$ cat src/rtl/branch_predictor_pkg.sv
// branch_predictor_pkg: shared types and constants for the BTB branch predictor
package branch_predictor_pkg;
    localparam int XLEN = 32;
    typedef logic [1:0] ctr_t;
    localparam ctr_t SNT = 2'b00;
    localparam ctr_t WNT = 2'b01;
    localparam ctr_t WT  = 2'b10;
    localparam ctr_t ST  = 2'b11;
    // tag is held XLEN wide; only the low TAG_BITS are ever non-zero
    typedef struct packed {
        logic            valid;
        logic [XLEN-1:0] tag;
        logic [XLEN-1:0] target;
    } btb_entry_t;
endpackage

$ cat src/rtl/branch_predictor_sat_counter2.sv
// sat_counter2: next state of a 2-bit saturating direction counter
//   ctr          current counter
//   inc/dec      saturating step up/down
//   force_strong jump straight to strongly-taken (wins over inc/dec)
//   nxt          next counter value
module sat_counter2
    import branch_predictor_pkg::*;
(
    input  logic [1:0] ctr,
    input  logic       inc,
    input  logic       dec,
    input  logic       force_strong,
    output logic [1:0] nxt
);
    assign nxt = force_strong ? ST :
                 inc ? (ctr == ST ? ST : ctr + 2'd1) :
                 dec ? (ctr == SNT ? SNT : ctr - 2'd1) : ctr;
endmodule

$ cat src/rtl/branch_predictor.sv
// branch_predictor: direct-mapped BTB with 2-bit counters and registered mispredict redirect
//   clock, reset                 clock, synchronous active-high reset
//   if_pc                        fetch PC; pred_hit/pred_taken/pred_target same-cycle prediction
//   ex_valid, ex_uncond, ex_pc,  resolved control-flow instruction from execute,
//   ex_taken, ex_target,         with the prediction it carried
//   ex_pred_taken, ex_pred_target
//   redirect_valid, redirect_pc  one-cycle redirect one clock after a mispredict
// Optional BP_GSHARE_EN: counters indexed by idx ^ global history register.
module branch_predictor
    import branch_predictor_pkg::*;
#(
    parameter int BTB_ENTRIES = 16,
    parameter int TAG_BITS    = 8
) (
    input  logic            clock,
    input  logic            reset,
    input  logic [XLEN-1:0] if_pc,
    output logic            pred_hit,
    output logic            pred_taken,
    output logic [XLEN-1:0] pred_target,
    input  logic            ex_valid,
    input  logic            ex_uncond,
    input  logic [XLEN-1:0] ex_pc,
    input  logic            ex_taken,
    input  logic [XLEN-1:0] ex_target,
    input  logic            ex_pred_taken,
    input  logic [XLEN-1:0] ex_pred_target,
    output logic            redirect_valid,
    output logic [XLEN-1:0] redirect_pc
);
    localparam int IDX_BITS = $clog2(BTB_ENTRIES);

    btb_entry_t          btb  [BTB_ENTRIES];
    ctr_t                ctrs [BTB_ENTRIES];
    logic [IDX_BITS-1:0] l_idx, u_idx, l_cidx, u_cidx;
    logic [XLEN-1:0]     l_tag, u_tag;
    logic                actual, u_hit, mispred;
    ctr_t                ctr_nxt;

    assign l_idx  = if_pc[IDX_BITS+1:2];
    assign u_idx  = ex_pc[IDX_BITS+1:2];
    assign l_tag  = XLEN'(if_pc[IDX_BITS+TAG_BITS+1:IDX_BITS+2]);
    assign u_tag  = XLEN'(ex_pc[IDX_BITS+TAG_BITS+1:IDX_BITS+2]);
    assign actual = ex_uncond | ex_taken;

`ifdef BP_GSHARE_EN
    logic [IDX_BITS-1:0] ghr;
    assign l_cidx = l_idx ^ ghr;
    assign u_cidx = u_idx ^ ghr;
    always_ff @(posedge clock) begin
        if (reset)
            ghr <= '0;
        else if (ex_valid && !ex_uncond)
            ghr <= IDX_BITS'({ghr, actual});
    end
`else
    assign l_cidx = l_idx;
    assign u_cidx = u_idx;
`endif

    assign pred_hit    = btb[l_idx].valid && btb[l_idx].tag == l_tag;
    assign pred_taken  = pred_hit && ctrs[l_cidx][1];
    assign pred_target = pred_taken ? btb[l_idx].target : if_pc + XLEN'(4);

    assign u_hit   = btb[u_idx].valid && btb[u_idx].tag == u_tag;
    assign mispred = ex_valid && (actual != ex_pred_taken || (actual && ex_target != ex_pred_target));

    sat_counter2 u_ctr (
        .ctr         (ctrs[u_cidx]),
        .inc         (actual),
        .dec         (!actual),
        .force_strong(ex_uncond),
        .nxt         (ctr_nxt)
    );

    always_ff @(posedge clock) begin
        if (reset) begin
            for (int i = 0; i < BTB_ENTRIES; i++) begin
                btb[i]  <= '0;
                ctrs[i] <= WNT;
            end
            redirect_valid <= 1'b0;
            redirect_pc    <= '0;
        end else begin
            if (ex_valid && u_hit) begin
                ctrs[u_cidx] <= ctr_nxt;
                if (actual)
                    btb[u_idx].target <= ex_target;
            end else if (ex_valid && actual) begin
                btb[u_idx]   <= '{valid: 1'b1, tag: u_tag, target: ex_target};
                ctrs[u_cidx] <= WT;
            end
            redirect_valid <= mispred;
            if (mispred)
                redirect_pc <= actual ? ex_target : ex_pc + XLEN'(4);
        end
    end
endmodule
$ cat config.mk
export PLATFORM = sky130hd
export DESIGN_NAME = branch_predictor
export DESIGN_NICKNAME = d
export VERILOG_FILES = /design/src/rtl/branch_predictor_pkg.sv /design/src/rtl/branch_predictor_sat_counter2.sv /design/src/rtl/branch_predictor.sv
export SDC_FILE = /design/constraint.sdc
export NUM_CORES = 1
export LEC_CHECK = 0
export ABC_CLOCK_PERIOD_IN_PS = 7930
export CAP_MARGIN = 20
export CORE_ASPECT_RATIO = 0.75
export CORE_MARGIN = 3
export CORE_UTILIZATION = 30
export CTS_CLUSTER_DIAMETER = 120
export DETAILED_ROUTE_END_ITERATION = 8
export MAX_ROUTING_LAYER = met4
export PLACE_DENSITY_LB_ADDON = 0.1
export RECOVER_POWER = 50
export SKIP_CTS_REPAIR_TIMING = 1
export SYNTH_ARGS = -nofsm -noshare
export SYNTH_HDL_FRONTEND = slang
export SYNTH_HIERARCHICAL = 1
export SYNTH_SLANG_ARGS = --single-unit
export TNS_END_PERCENT = 1
$ cat constraint.sdc
create_clock -name clock -period 7.93 [get_ports clock]
set_input_delay 1.586 -clock clock [delete_from_list [all_inputs] [get_ports clock]]
set_output_delay 1.586 -clock clock [all_outputs]
set_load 0.01 [all_outputs]
**Word-level counts from Yosys, hierarchy flattened**

Memories as Yosys holds them, arrays and structs flattened.
Index checks and enable logic that the tools add are counted.

- Register bits: 33
- Bits in writable memories: 688
- Input bits: 134
- Output and inout bits: 67
- Word-level logic and storage cells: 54
- Memories: 2

- Add/sub/neg operators: 4
- Eq/ne operators: 5
- Multiplexer cells: 27
- Bitwise operators: 3
- Reductions and logical operators: 11

Memories:

| memory | words | width | rd ports | clocked after memory_dff | wr ports | RTL line | source |
|---|---|---|---|---|---|---|---|
| btb | 16 | 41 | 2 | 0 | 16 | branch_predictor.sv:33 | `btb_entry_t btb [BTB_ENTRIES];` |
| ctrs | 16 | 2 | 2 | 0 | 16 | branch_predictor.sv:34 | `ctr_t ctrs [BTB_ENTRIES];` |

Operators with widths:

| kind | number |
|---|---|
| 2-to-1 mux 32 bit | 3 |
| adder 32 x 3 -> 32 bit (second input constant) | 2 |
| equality test 32 x 8 -> 1 bit | 2 |
| 2-to-1 mux 41 bit | 1 |
| OR reduction 41 bit | 1 |
| != test 32 bit | 1 |
| 2-to-1 mux 1 bit | 14 |
| 2-to-1 mux 2 bit | 7 |
| 2-to-1 mux 4 bit | 2 |
| logical AND 1 bit | 7 |
| OR 1 bit | 3 |
| adder 2 x 1 -> 2 bit (second input constant) | 1 |
| equality test 2 bit (second input constant) | 1 |
| zero test 2 bit | 1 |
| OR reduction 2 bit | 1 |
| subtractor 2 x 1 -> 2 bit (second input constant) | 1 |
| logical OR 1 bit | 1 |
| != test 1 bit | 1 |

**Longest topological paths before layout**

An unclocked memory read counts as a cell.

- Depth in word-level cells: 10
- Mapped depth: 14
- Gate-level depth less buffers: 8

**By module**

Netlist, hierarchy kept.

By module, submodules not included:

| module | instances | cells an instance | area an instance (µm²) | seq. area each (µm²) |
|---|---|---|---|---|
| branch_predictor | 1 | 2544 | 36216.0 | 21160.3 |
| sat_counter2 | 1 | 8 | 47.5 | 0.0 |

**Worst setup path after synthesis**

Ideal clock, no wire load.

- Path type: input port to output port
- Start point: input if_pc[2]
- End point: output pred_target[0]
- Arrival: 4361 ps
- Required time: 6344 ps
- Slack: 1983 ps
- Stages on the path: 8
- Buffers on the path: 5
- Cells stage by stage: buf_2 -> buf_2 -> buf_2 -> buf_2 -> buf_1 -> mux4_2 -> mux4_2 -> mux2_2

- Longest elaborated chain between the ends: 5
- Elaborated cells between the ends (all ways): 6
- Those cells by class: eq/ne (1); mux (1); reduce/logical (2); memory (2)

RTL lines:

| element | RTL line | source |
|---|---|---|
| start: declaration | branch_predictor.sv:17 | `input logic [XLEN-1:0] if_pc,` |
| memory (16 x 41 bit) | - |  |
| equality test 32 x 8 -> 1 bit | branch_predictor.sv:61 | `assign pred_hit = btb[l_idx].valid && btb[l_idx].tag == l_tag;` |
| logical AND 1 bit | branch_predictor.sv:61 |  |
| logical AND 1 bit | branch_predictor.sv:62 | `assign pred_taken = pred_hit && ctrs[l_cidx][1];` |
| 2-to-1 mux 32 bit * | branch_predictor.sv:63 | `assign pred_target = pred_taken ? btb[l_idx].target : if_pc + XLEN'(4);` |
| end: declaration | branch_predictor.sv:20 | `output logic [XLEN-1:0] pred_target,` |

Every way passes the cells marked *; elsewhere a longest branch is shown, timed or not.

==> results_dict.tcl <==
set metrics [dict create \
    portBuffers 200 \
    syn_area_per_cell_um2 14.21 \
    clock_skew_ns 0.01715 \
    worstHoldPathType "reg2reg" \
    worstPathRequired_ns 8.23 \
    path_class "in2reg" \
    cts_tree "built" \
    final_util_pct 35.79 \
    path_delay_family "buffers and inverters" \
    stdcell_count 4334 \
    yosys_most_used_dff "edfxtp_1" \
    endpoint_kind "flip-flop" \
    clk_pin_slew_worst_paths_ns 0.06 \
    dp.cells 4181 \
    io_pins 201 \
    grt_pass1_vias 23644 \
    max_freq_mhz 140.6 \
    path_buf_inv 4 \
    root_buffer "clkbuf_16" \
    drt_iter0_drc 2524 \
    hold_viol_final 0 \
    synth_top_cell_by_area "edfxtp_1" \
    n_fill_cell 11361 \
    p_clk_share_pct 40.7 \
    crit_fanout 35 \
    slew_violations 619 \
    leakage_nw 15.38 \
    ys_ff_latch 721 \
    crit_slowest_cell "o21ai_0" \
    setup_tns_ns 0 \
    worst_slew_pin_slew_ns 3.287 \
    hpwl_um 86790 \
    first_pass_iters 5 \
    period_minus_slack_ns 7.113 \
    status "complete, but fails checks" \
    timing.final.crit_share_pct 89.70 \
    relSlewSlack_pct -121.5 \
    rows 109 \
    yosysWarnings 6 \
    yosysMostFrequentCell "edfxtp_1" \
    die_y_um 307.1 \
    synth-edff-count 672 \
    p_int_mw 6.974 \
    power_density_nw_per_um2 218.2 \
    arrival_ns 7.41 \
    p_seq_share_pct 47.9 \
    overflow 0 \
    synthTopCellsByArea "edfxtp_1 56%, mux4_2 15%, and2_1 6.7%" \
    die_w_um 407.5 \
    synth-async-reset-ratio_pct 0 \
    slowest_delay_ns 2.49 \
    swShare_pct 24.90 \
    cts_inserted_buffers 80 \
    coreArea_um2 118900 \
    synth_cell_types 55 \
    netlist_instances 2552 \
    path_cells "buf_2 > clkbuf_1 > inv_1 > ha_1 > nand2_1 > o21ai_0 > buf_4" \
    cap_violations 25 \
    cts_buffer_depth 3 \
    drive_above_1_share_pct 18.51 \
    vias 23099 \
    peakVddDrop_mv 0.1175 \
    ys_seq_area_share_pct 58.35 \
    area_growth_pct 17.39 \
    grt_util_all_layers_pct 22.50 \
    antenna_found_initial 21 \
    wirelength_um 138100 \
    grt_setup_unrepaired "false" \
    cts.sinks 721 \
    p_sw_mw 2.313 \
    violations "max-capacitance violations, max-slew violations" \
    grt_pass1_wl_um 191300 \
    syn_area_um2 36260 \
    fp.dieArea_um2 125100 \
    drtAntennaViolNets 0 \
    routedWlPerCell_um 31.87 \
    vias_per_cell 5.330 \
    finalWeightedCongestion 0.8551 \
    syn_nets 2691 \
    synth.top_cell.area_share_pct 55.65 \
    yosys-top-cells-count "672 x edfxtp_1, 390 x and2_1, 267 x and3_1" \
    crit_path_start_kind "primary input" \
    htree_levels 3 \
    grt_start_max_net_pins 129 \
    setup_violations 0 \
    combPwrFrac_pct 11.4 \
    initial_core_util_pct 30.49 \
    fin_nets 2795 \
    insertion_delay_ns 0.67 \
    drcViolationCount 0 \
]
==> layout make-up <==
cell class / instances / area (um^2) / area share, %
diodes: 8 / 20.02 / 0.04703
clock buffers: 103 / 2193 / 5.153
well taps: 1609 / 2013 / 4.729
clock inverters: 40 / 377.9 / 0.8877
inverters: 14 / 53.80 / 0.1264
flip-flops and latches: 721 / 21160 / 49.71
repair buffers: 306 / 2741 / 6.440
multi-input cells: 1533 / 14010 / 32.91
==> power groups by stage <==
stage                     registers (mW)  logic [mW]  clock network [mW]
after floorplan                     4.50       0.570                   0
after global placement              4.52        1.07                   0
after detailed placement            4.52        1.08                   0
after CTS                           4.45        1.08                3.86
after global routing                4.47        1.12                3.99
final                               4.45        1.06                3.78
==> final timing paths <==
kind                         from              end  slack [ns]  cells past startpoint
setup / recovery         ex_pc[3]        btb[8][9]        0.82                      7
hold / removal    redirect_pc[16]  redirect_pc[16]        0.49                      2
setup reg to reg       btb[2][33]       ctrs[5][1]        3.96                      7
hold reg to reg   redirect_pc[16]  redirect_pc[16]        0.49                      2
==> flip-flops by register name, summed over array words and instances, names as in the netlist <==
name / count
ctrs: 32
redirect_valid: 1
btb: 656
redirect_pc: 32
==> worst reg2reg max path: stages, from the launching register on <==
cell and delay [ns]:
edfxtp_1 0.40, mux4_1 0.54, mux4_2 0.48, xnor2_1 0.15
nand2_1 0.19, nor3_1 0.79, nand4_1 0.85, a21oi_1 0.39
==> placed cells by master, fill, tap and decap left out, types with 33 or more instances in the layout <==
master           netlist  layout
buf_4                  0      84
and3_1               267     265
clkbuf_16              0      84
nor2_1                69      67
o21ai_0               53      41
mux4_2               235     235
mux2i_1               71      71
xor2_1                49      49
dlygate4sd3_1          0      33
dfxtp_1               49      49
nand2_1               74      74
xnor2_1               61      61
and2_1               390     271
mux2_2                35      35
clkdlybuf4s50_1        0     160
and2_0                 0     119
edfxtp_1             672     672
==> metrics by stage <==
step           total power [mW]  area, um^2  setup slack, ns  hold slack, ns
2_1_floorplan             5.070       36260            1.983          0.4628
3_3_place_gp              5.590       40170           0.9264          0.4820
3_5_place_dp              5.601       40200           0.9437          0.4890
5_1_grt                   9.577       42550           0.3936          0.5171
6_report                  9.287       42570           0.8168          0.4898
4_1_cts                   9.384       42770           0.9198          0.5052
==> kinds of logic (layout without fill, tap and decap cells) <==
| logic type | after synthesis | in the layout | synth area share (%) |
|---|---|---|---|
| XOR/XNOR | 110 | 110 | 2.657 |
| multiplexers | 342 | 342 | 17.71 |
| AO/OA/AOI/OAI | 172 | 172 | 3.123 |
| adder cells (fa/ha/maj) | 5 | 5 | 0.1725 |
| buffers and inverters | 298 | 463 | 3.412 |
| AND/OR/NAND/NOR | 904 | 904 | 14.57 |
| other | 0 | 8 | 0 |
| flip-flops | 721 | 721 | 58.35 |
==> routing by layer <==
| layer | up-vias | GRT usage (%) | wire [um] |
|---|---|---|---|
| li1 | 9845 | - | - |
| met1 | 12124 | 31.42 | 62000 |
| met2 | 959 | 32.72 | 60180 |
| met3 | 171 | 6.201 | 12960 |
| met4 | 0 | 4.803 | 2964 |
| met5 | - | - | 0 |
Power figures use the tool's default switching activity.
==> variant: new RTL, config.mk and constraints unchanged <==
Change the parameter `BTB_ENTRIES` from 16 to 8.
--- a/src/rtl/branch_predictor.sv
+++ b/src/rtl/branch_predictor.sv
@@ -9,7 +9,7 @@
 module branch_predictor
     import branch_predictor_pkg::*;
 #(
-    parameter int BTB_ENTRIES = 16,
+    parameter int BTB_ENTRIES = 8,
     parameter int TAG_BITS    = 8
 ) (
     input  logic            clock,
Check against the original RTL: not settled (the Yosys comparison gave no result); the edit may change what the design does.
==> variant against the unedited design <==
- the flow still finishes with violations (max-capacitance violations, max-slew violations)
- synthesized area shrank 45%
- wire length shrank 49%
- sequential cell count shrank 344
- sequential power shrank 48%
- power shrank 47%
- worst setup slack gained 0.022 ns
- non-clock buffer count shrank 62
- cell area shrank 44%
- global-route usage shrank 1.8 points
- clock skew is essentially flat
- die area shrank 45%
- critical path type is now in2out
- critical endpoint is now pred_target[31]
- largest power group unchanged
- highest routed layer unchanged
==> variant: results <==
[run_status]
status = "finished with violations"
failed_checks = "max-capacitance violations, max-slew violations"

[yosys]
synth_common_cells = "edfxtp_1 (336), and2_1 (263), clkbuf_1 (102), mux2i_1 (87), mux4_2 (86)"
syn_nets = 1716
syn-mean-instance-area_um2 = 12.6
synth_compound_area_share_pct = 5.47
yosys.area_share.adder_pct = 0.126
yosys-mux-area-fraction_pct = 14.8
synth-xor-area-share_pct = 4.36

[global_routing]
antenna_found_initial = 4
gr-usage-met1_pct = 29.0
grt_pass1_wl_mm = 101
grt.met3_usage_pct = 4.59

[cells_and_area]
finalNetCount = 1854
drive_gt1_share_pct = 11.3
nFillCells = 6326
top_regs = "btb x328, redirect_pc x32, ctrs x16"

[power]
peakVddDrop_uv = 154
power_leakage_nw = 8.68

[detailed_routing]
finalWirelength_mm = 70.1
wl_met3_mm = 4.79

[timing]
report.final.slew_viol_count = 474

[worst_setup_path]
cp.arrival_ns = 5.51
cp_max_fo = 12

[die]
core_area_um2 = 65400

[clock_tree]
htreeDepth = 2

[job]
drv_cap = 15

[placed_design]
dp.cells = 2543
==> variant: final timing paths <==
kind                          startpoint                          end  slack, ns  depth (start not counted)
min          redirect_pc[4]$_SDFFE_PP0P_  redirect_pc[4]$_SDFFE_PP0P_       0.49                          2
min reg2reg  redirect_pc[4]$_SDFFE_PP0P_  redirect_pc[4]$_SDFFE_PP0P_       0.49                          2
max reg2reg         btb[3][33]$_DFFE_PP_         btb[3][33]$_DFFE_PP_       4.26                          8
max                             if_pc[4]              pred_target[31]       0.84                         10
==> variant: layout make-up <==
type	count	area, µm²	area share (%)
Clock inverter	25	235	0.978
Multi-Input combinational cell	1036	8320	34.6
Timing Repair Buffer	244	2280	9.48
Inverter	16	60.1	0.250
Antenna cell	2	5.00	0.0208
Tap cell	871	1090	4.53
Sequential cell	377	10900	45.4
Clock buffer	55	1140	4.75
==> variant: worst reg2reg max path, delay by kind of cell, from the launching register on <==
kind	cells	cell delay, ns
multiplexers	2	0.69
AO/OA/AOI/OAI	4	1.57
XOR/XNOR	1	0.23
flip-flops	1	0.40
buffers and inverters	1	0.44
==> variant: stage by stage <==
stage               utilization (%)  power, mW  instance area [µm²]  setup slack (ns)
floorplan                         -       2.69                19900              2.21
global placement               34.9       3.01                22800             0.876
detailed placement             34.9       3.02                22800             0.837
CTS                            37.0       5.02                24200             0.818
global route                   36.8       5.14                24000             0.584
finish                         36.8       4.96                24000             0.838
==> variant: power breakdown <==
part	internal [mW]	switching, mW
Clock	1.15	0.847
Sequential	2.28	0.0415
Combinational	0.267	0.365
